[src/rtl/uart_rx_os16.sv]
// uart_rx_os16 - 8-N-1 UART receiver with 16x oversampling.
//
// Bit timing is paced by os_tick, a one-clk pulse at 16x the baud rate. It is
// normally the carry output of the cascaded '163-style counter chain. Every
// bit is sampled at oversample index MID_SAMPLE of the start bit, and then
// every 16 ticks after that. Received words land in a holding register with a
// valid/ready handshake.
//
// Optional feature: define UART_RX_PARITY_EN to receive one even-parity bit
// between the data and stop bits. This also adds the parity_err output.
//
// Ports:
//   clk        system clock, rising edge
//   clr        synchronous reset, active-high
//   os_tick    16x-baud enable pulse
//   rxd        asynchronous serial input, idle high
//   rx_data    received word, stable while rx_valid=1
//   rx_valid   holding register full
//   rx_ready   consumer accepts rx_data when rx_valid & rx_ready
//   frame_err  one-clk pulse: stop bit sampled low
//   overrun    one-clk pulse: frame completed while holding register full
//   parity_err one-clk pulse at commit on even-parity mismatch (UART_RX_PARITY_EN only)
//   busy       receiver not idle
module uart_rx_os16 #(
  parameter int unsigned DATA_BITS  = 8,
  parameter int unsigned MID_SAMPLE = 7
) (
  input  logic                 clk,
  input  logic                 clr,
  input  logic                 os_tick,
  input  logic                 rxd,
  output logic [DATA_BITS-1:0] rx_data,
  output logic                 rx_valid,
  input  logic                 rx_ready,
  output logic                 frame_err,
  output logic                 overrun,
`ifdef UART_RX_PARITY_EN
  output logic                 parity_err,
`endif
  output logic                 busy
);

  typedef enum logic [2:0] {
    S_IDLE,
    S_START,
    S_DATA,
    S_PARITY,
    S_STOP
  } state_t;

  localparam logic [3:0] MID      = 4'(MID_SAMPLE);
  localparam logic [3:0] LAST_BIT = 4'(DATA_BITS - 1);

  state_t               state_q;
  logic [3:0]           os_cnt_q;
  logic [3:0]           bit_cnt_q;
  logic [DATA_BITS-1:0] shift_q;
  logic                 rxd_meta_q;
  logic                 rxd_s_q;
  logic                 commit_q;
  logic [DATA_BITS-1:0] rx_data_q;
  logic                 rx_valid_q;
  logic                 frame_err_q;
  logic                 overrun_q;
`ifdef UART_RX_PARITY_EN
  logic                 par_bit_q;
  logic                 perr_pend_q;
  logic                 parity_err_q;
`endif

  always_ff @(posedge clk) begin
    if (clr) begin
      state_q     <= S_IDLE;
      os_cnt_q    <= '0;
      bit_cnt_q   <= '0;
      shift_q     <= '0;
      rxd_meta_q  <= 1'b1;
      rxd_s_q     <= 1'b1;
      commit_q    <= 1'b0;
      rx_data_q   <= '0;
      rx_valid_q  <= 1'b0;
      frame_err_q <= 1'b0;
      overrun_q   <= 1'b0;
`ifdef UART_RX_PARITY_EN
      par_bit_q    <= 1'b0;
      perr_pend_q  <= 1'b0;
      parity_err_q <= 1'b0;
`endif
    end else begin
      rxd_meta_q  <= rxd;
      rxd_s_q     <= rxd_meta_q;
      commit_q    <= 1'b0;
      frame_err_q <= 1'b0;
      overrun_q   <= 1'b0;
`ifdef UART_RX_PARITY_EN
      parity_err_q <= 1'b0;
`endif

      if (rx_valid_q && rx_ready) begin
        rx_valid_q <= 1'b0;
      end

      // A commit overrides the acceptance clear above. A word accepted on
      // the same edge is replaced without a bubble.
      if (commit_q) begin
        if (!rx_valid_q || rx_ready) begin
          rx_data_q  <= shift_q;
          rx_valid_q <= 1'b1;
        end else begin
          overrun_q <= 1'b1;
        end
`ifdef UART_RX_PARITY_EN
        // Flagged on the commit edge even when the word is dropped by overrun.
        parity_err_q <= perr_pend_q;
`endif
      end

      if (os_tick) begin
        os_cnt_q <= os_cnt_q + 4'd1;
        case (state_q)
          S_IDLE: begin
            if (!rxd_s_q) begin
              state_q  <= S_START;
              os_cnt_q <= '0;
            end
          end
          S_START: begin
            if (os_cnt_q == MID) begin
              os_cnt_q <= '0;
              if (!rxd_s_q) begin
                state_q   <= S_DATA;
                bit_cnt_q <= '0;
              end else begin
                state_q <= S_IDLE;
              end
            end
          end
          S_DATA: begin
            // The counter wraps 15->0 here, so the next sample is 16 ticks later.
            if (os_cnt_q == 4'hF) begin
              shift_q   <= {rxd_s_q, shift_q[DATA_BITS-1:1]};
              bit_cnt_q <= bit_cnt_q + 4'd1;
              if (bit_cnt_q == LAST_BIT) begin
`ifdef UART_RX_PARITY_EN
                state_q <= S_PARITY;
`else
                state_q <= S_STOP;
`endif
              end
            end
          end
`ifdef UART_RX_PARITY_EN
          S_PARITY: begin
            if (os_cnt_q == 4'hF) begin
              par_bit_q <= rxd_s_q;
              state_q   <= S_STOP;
            end
          end
`endif
          S_STOP: begin
            // Back to IDLE at mid-stop, so a start bit that follows
            // immediately is still caught.
            if (os_cnt_q == 4'hF) begin
              state_q <= S_IDLE;
              if (rxd_s_q) begin
                commit_q <= 1'b1;
`ifdef UART_RX_PARITY_EN
                perr_pend_q <= ^{shift_q, par_bit_q};
`endif
              end else begin
                frame_err_q <= 1'b1;
              end
            end
          end
          default: state_q <= S_IDLE;
        endcase
      end
    end
  end

  assign rx_data   = rx_data_q;
  assign rx_valid  = rx_valid_q;
  assign frame_err = frame_err_q;
  assign overrun   = overrun_q;
  assign busy      = (state_q != S_IDLE);
`ifdef UART_RX_PARITY_EN
  assign parity_err = parity_err_q;
`endif

endmodule

[config.mk]
export PLATFORM = sky130hd
export DESIGN_NAME = uart_rx_os16
export DESIGN_NICKNAME = d
export VERILOG_FILES = /design/src/rtl/uart_rx_os16.sv
export SDC_FILE = /design/constraint.sdc
export NUM_CORES = 1
export LEC_CHECK = 0
export CORE_MARGIN = 2
export CORE_UTILIZATION = 51
export DETAILED_ROUTE_END_ITERATION = 12
export PLACE_DENSITY = 0.83
export SYNTH_ARGS = -nofsm -noshare
export SYNTH_HDL_FRONTEND = slang
export SYNTH_SLANG_ARGS = --single-unit
[constraint.sdc]
create_clock -name clk -period 3.4 [get_ports clk]
set_input_delay 0.51 -clock clk [delete_from_list [all_inputs] [get_ports clk]]
set_output_delay 0.51 -clock clk [all_outputs]
set_load 0.02 [all_outputs]
==> reports/results.ini, run 1 <==
[worst_setup_path]
worst_setup_path_start_kind = flop
startpoint = state_q[0]
cp_max_fo = 13
crit_type = flop to output port
reg2reg_from = os_cnt_q[0]
r2r_slack_ns = 1.26
endpoint = busy
crit_path_end_kind = output port
r2r_cells = 5
cp.arrival_ns = 1.89
r2r_end = bit_cnt_q[2]
worstPathRequired_ns = 2.89

[detailed_routing]
vias = 1108
ant_nets = 0
vias_per_cell = 5.54
first_pass_iters = 4
drc_errors = 0
wl_um = 2750
drt_iter0_drc = 44
post_drt_wl_per_cell_um = 13.7

[min_path]
hp-class = flop to flop
hp-start = rxd_meta_q

[grt]
grt_pass1_vias = 1072
antenna_found_initial = 0
overflow = 0
grt_max_degree = 19
grt_usage_pct = 19.0
grt_pass1_wl_um = 4730

[logic_synthesis]
syn-num-nets = 158
yosysSeqAreaShare_pct = 46.2
ys_types = 39
netlist_area_mm2 = 0.00143
synth_area_leader_cell = dfxtp_1
synth-seq-cells = 33
synth_most_common_cell = dfxtp_1
syn_area_per_cell_um2 = 9.48
synth.area.top_cells = dfxtp_1 (46%), mux2i_1 (13%), nor2_1 (5.5%), a21oi_1 (2.4%), nand2_1 (2.4%)
ys.flop_type = dfxtp_1
ys_async_sr_fraction_pct = 0
syn_inst = 151
synth_common_cells = dfxtp_1 (33), nor2_1 (21), mux2i_1 (18)
synth_top_area_share_pct = 46.2
synth_edf_count = 0
synth_warnings = 0

[clock_tree]
cts_max_level = 2
cts.sinks = 33
cts_hold_buffers = 0
cts_setup_buffers = 0
cts_tree = built
root_buffer = clkbuf_4
worstSkewPairLatency_ns = 0.34
cts_resized = 0
cts_made_buffers = 5
path_clk_slew_ns = 0.11
clockBufferDepth = 2

[final_layout]
antenna_cells = 0
register_area_um2 = 661
fin_util_pct = 60.7
n_fill_cell = 266
syn2layout_area_growth_pct = 14.9
multiInputGateArea_um2 = 699
layout.nets = 175
stdcell_count = 200
drive_gt1_share_pct = 8.88

[placed_design]
gp_congestion = 0.799
port_buffers = 16
dp.cells = 192
dp.final_hpwl_um = 1920

[die]
pin_count = 17
num_rows = 19
fp.dieH_um = 57.0
start_util_pct = 52.8
die_w_um = 57.0
die_area_mm2 = 0.00325
core_mm2 = 0.00271

[sta]
finalHoldViolCount = 0
fin_setup_tns_ns = 0
slew_violations = 0
slew_headroom_pct = 60.9
min_period_ns = 2.40
rsz0062_at_grt = false
post-route-period-util_pct = 70.7
finalClockSkew_ns = 0.0182
worstMarginPinSlew_ns = 0.586
setup_violations = 0
fmax_ghz = 0.416

[pwr]
ir_drop_uv = 374
p_seq_share_pct = 61.5
p_clk_share_pct = 33.0
net-switching-power_uw = 159
p_int_uw = 485
p_total_uw = 643
switching_share_pct = 24.7
p_per_area_mw_per_mm2 = 391
p_leak_nw = 0.698
pwr-share-comb_pct = 5.4

[run_status]
status = finished clean

[run]
cap_violations = 0

worst max-delay path, cell delays in order (launching register included):
cell and delay, ns:
dfxtp_1 0.43, or3_2 0.56, clkdlybuf4s50_1 0.56
stage by stage:
step	area (µm²)	hold slack, ns	worst slack, ns
after global routing	1640	0.433	0.948
final	1640	0.419	0.996
after floorplan	1430	0.389	1.56
after CTS	1640	0.424	0.990
after detailed placement	1590	0.400	0.713
after global placement	1590	0.395	0.771
worst min-delay path by stage:
stage,end,slack [ns],cells past startpoint
detailed placement,rxd_s_q,0.40,1
floorplan,rxd_s_q,0.39,1
finish,rxd_s_q,0.42,1
CTS,rxd_s_q,0.42,1
global placement,rxd_s_q,0.40,1
global route,rxd_s_q,0.43,1
routing by layer:
layer	GRT usage (%)	up-vias	routed length, µm
li1	-	558	-
met1	21.4	518	1240
met2	32.8	27	1320
met3	6.80	5	139
met4	6.98	0	44
met5	0	-	0
cells in the final DEF, fill, tap and decap left out, types with 2 or more instances in the layout:
cell type         n
dfxtp_1          33
nor2_1           21
mux2i_1          18
clkdlybuf4s50_1  16
nand2_1           9
a21oi_1           7
inv_1             6
o21ai_0           5
nor2b_1           5
clkbuf_4          5
nand3b_1          4
nand2b_1          4
nand3_1           3
nor3b_1           2
and2_1            2
or2_2             2
nand4_1           2
nor4_1            2
ha_1              2
clkinv_2          2
power groups by stage:
stage | clock network (mW) | registers [mW] | logic, mW
floorplan | 0 | 0.402 | 0.0271
global placement | 0 | 0.404 | 0.0337
detailed placement | 0 | 0.405 | 0.0352
CTS | 0.222 | 0.396 | 0.0353
global route | 0.236 | 0.397 | 0.0388
finish | 0.213 | 0.396 | 0.0350
cell families after synthesis:
logic type / after synthesis / share of synthesized area (%)
AO/OA/AOI/OAI: 19 / 9.18
adder cells (fa/ha/maj): 2 / 1.75
buffers and inverters: 13 / 4.98
flip-flops: 33 / 46.2
multiplexers: 19 / 13.4
AND/OR/NAND/NOR: 65 / 24.6
layout make-up:
type	count	area share, %
clock buffers	5	2.28
clock inverters	3	1.07
inverters	6	1.37
multi-input cells	105	42.5
flip-flops and latches	33	40.2
well taps	31	2.36
repair buffers	17	10.2
sequential cells by signal (all words and copies together) (netlist names):
signal      cells
frame_err       1
shift_q         8
os_cnt_q        4
overrun         1
rxd_meta_q      1
rx_valid        1
rxd_s_q         1
rx_data         8
commit_q        1
state_q         3
bit_cnt_q       4
(Power assumes the default switching activity.)
==> run 2, diff against run 1 <==
- clock period: 3.4 -> 2.3 ns (I/O delays scaled with it)
==> run 2 against run 1 <==
Compared with the run above: global-route usage is 1.1 points lower; die area stayed put; first-iteration DRC count is 59% lower; flip-flop and latch count stayed put; sequential power is 48% higher; combinational power is 52% higher; critical path depth is 3 higher; register-to-register slack worse by 1.0 ns; largest power group unchanged.
==> reports/results.ini, run 2 (same netlist as run 1, synthesis figures left out) <==
[worst_setup_path]
cp_cell_sequence = ha_1, nand3_2, or3_1, a221oi_2, mux2_1
worst_setup_path_start_kind = flop
cp.arrival_ns = 2.30  ; +0.41 ns
crit_path_end_kind = flop
crit_family = simple AND/OR/NAND/NOR gates
worstPathRequired_ns = 2.54  ; -0.35 ns
cpPeakStageDelay_ns = 0.40  ; -0.16 ns
startpoint = os_cnt_q[0]
crit_type = flop to flop
reg2reg_from = os_cnt_q[0]
cp_max_fo = 5  ; -8
critPathBufInv = 0  ; -1
cp_slowest_cell = dfxtp_1

[pwr]
ir_drop_uv = 436  ; +17%
net-switching-power_uw = 238  ; +50%
p_int_uw = 719  ; +48%
p_leak_nw = 0.729  ; +4.4%
p_seq_share_pct = 61.2  ; -0.3 points
switching_share_pct = 24.9  ; +0.21 points
pwr-share-comb_pct = 5.6  ; +0.2 points
p_clk_share_pct = 33.2  ; +0.2 points
p_total_uw = 957  ; +49%
p_per_area_mw_per_mm2 = 573  ; +46%

[detailed_routing]
post_drt_wl_per_cell_um = 12.9  ; -6.2%
vias_per_cell = 5.54  ; about the same
vias = 1125  ; +1.5%
ant_nets = 0  ; unchanged
first_pass_iters = 4  ; unchanged
drc_errors = 0  ; unchanged
wl_um = 2610  ; -4.8%
drt_iter0_drc = 18  ; -59%

[sta]
setup_violations = 0  ; unchanged
slew_violations = 0  ; unchanged
finalClockSkew_ns = 0.0212  ; +0.00306 ns
post-route-period-util_pct = 89.7
min_period_ns = 2.06
fmax_ghz = 0.485
worst_slack_ns = 0.237  ; -0.760 ns
fin_setup_tns_ns = 0  ; unchanged
rsz0062_at_grt = false
slew_headroom_pct = 63.1  ; +2.1 points
finalHoldViolCount = 0  ; unchanged
hold_slack_ns = 0.427  ; +0.00817 ns
worstMarginPinSlew_ns = 0.553  ; -0.0332 ns

[clock_tree]
cts_hold_buffers = 0  ; unchanged
clockBufferDepth = 2  ; unchanged
root_buffer = clkbuf_4
path_clk_slew_ns = 0.12  ; about the same
worstSkewPairLatency_ns = 0.34  ; about the same
cts_max_level = 2  ; unchanged
cts_made_buffers = 5  ; unchanged
cts.sinks = 33  ; unchanged
cts_tree = built

[grt]
grt_usage_pct = 17.9  ; -1.1 points
grt_max_degree = 14  ; -5
grt_pass1_wl_um = 4490  ; -5.1%
grt_use_met3_pct = 5.22  ; -1.6 points
grt.met1_usage_pct = 21.5  ; +0.031 points
grt_busiest_layer = met2
overflow = 0  ; unchanged
antenna_found_initial = 0  ; unchanged
grt_pass1_vias = 1062  ; -0.93%
use_met2_pct = 28.6  ; -4.3 points

[placed_design]
port_buffers = 16  ; unchanged
placed_area_mm2 = 0.00161  ; +1.4%
place_ws_ns = 0.270  ; -0.443 ns
dp.final_hpwl_um = 1890  ; -1.6%
gp_congestion = 0.731  ; -8.5%

[final_layout]
fin_area_mm2 = 0.00167  ; +1.5%
register_area_um2 = 661  ; unchanged
drive_gt1_share_pct = 10.5  ; +1.6 points
n_fill_cell = 232  ; -13%
antenna_cells = 0  ; unchanged
multiInputGateArea_um2 = 699  ; unchanged
mostFrequentLayoutCells = dfxtp_1 (33), nor2_1 (21), mux2i_1 (18)
syn2layout_area_growth_pct = 16.6
layout_commonest_cell = dfxtp_1
layout.nets = 178  ; +1.7%

[run_status]
status = finished clean

[min_path]
hp-class = flop to flop
hp-start = rxd_meta_q

[die]
pin_count = 17  ; unchanged
die_area_mm2 = 0.00325  ; unchanged
core_mm2 = 0.00271  ; unchanged
fp.dieH_um = 57.0  ; unchanged
die_w_um = 57.0  ; unchanged
start_util_pct = 52.8  ; unchanged
num_rows = 19  ; unchanged

[run]
cap_violations = 0  ; unchanged

==> run 2: cell count changes in the layout (fill, tap and decap cells not counted) <==
cell	previous run	this run
buf_4	1	4
clkdlybuf4s50_1	16	15
dlymetal6s2s_1	0	1
==> run 2: path summary, 6_finish.rpt <==
kind	to	depth (start not counted)	slack, ns
setup / recovery	state_q[0]	5	0.24
hold / removal	rxd_s_q	1	0.43
setup reg to reg	state_q[0]	5	0.24
hold reg to reg	rxd_s_q	1	0.43
==> run 2: layer usage <==
layer,vias to the layer above,wire length (µm)
li1,562,-
met1,531,1230
met2,27,1210
met3,5,121
met4,0,43
met5,-,0
==> run 2: area by class of cell <==
class,instances,area share [%]
well taps,31,2.32
repair buffers,20,11.5
inverters,6,1.35
multi-input cells,105,41.9
flip-flops and latches,33,39.6
clock inverters,3,1.05
clock buffers,5,2.25
==> run 2: power groups by stage <==
| stage | combinational [mW] | sequential [mW] | clock (mW) |
|---|---|---|---|
| 4_1_cts | 0.0538 | 0.585 | 0.328 |
| 2_1_floorplan | 0.0401 | 0.594 | 0 |
| 5_1_grt | 0.0585 | 0.587 | 0.351 |
| 3_5_place_dp | 0.0536 | 0.598 | 0 |
| 6_report | 0.0532 | 0.586 | 0.318 |
| 3_3_place_gp | 0.0518 | 0.597 | 0 |
==> run 2: through the flow <==
step | instances | utilization (%)
finish | 203 | 61.6
global route | 203 | 61.6
CTS | 203 | 61.5
detailed placement | 195 | 59.5
global placement | 195 | 59.5
floorplan | 151 | -
==> run 2: repair_timing <==
item                                    in CTS  in global routing
endpoints found under the setup margin       0                  1
setup buffers                                0                  0
gates resized for setup                      0                  1
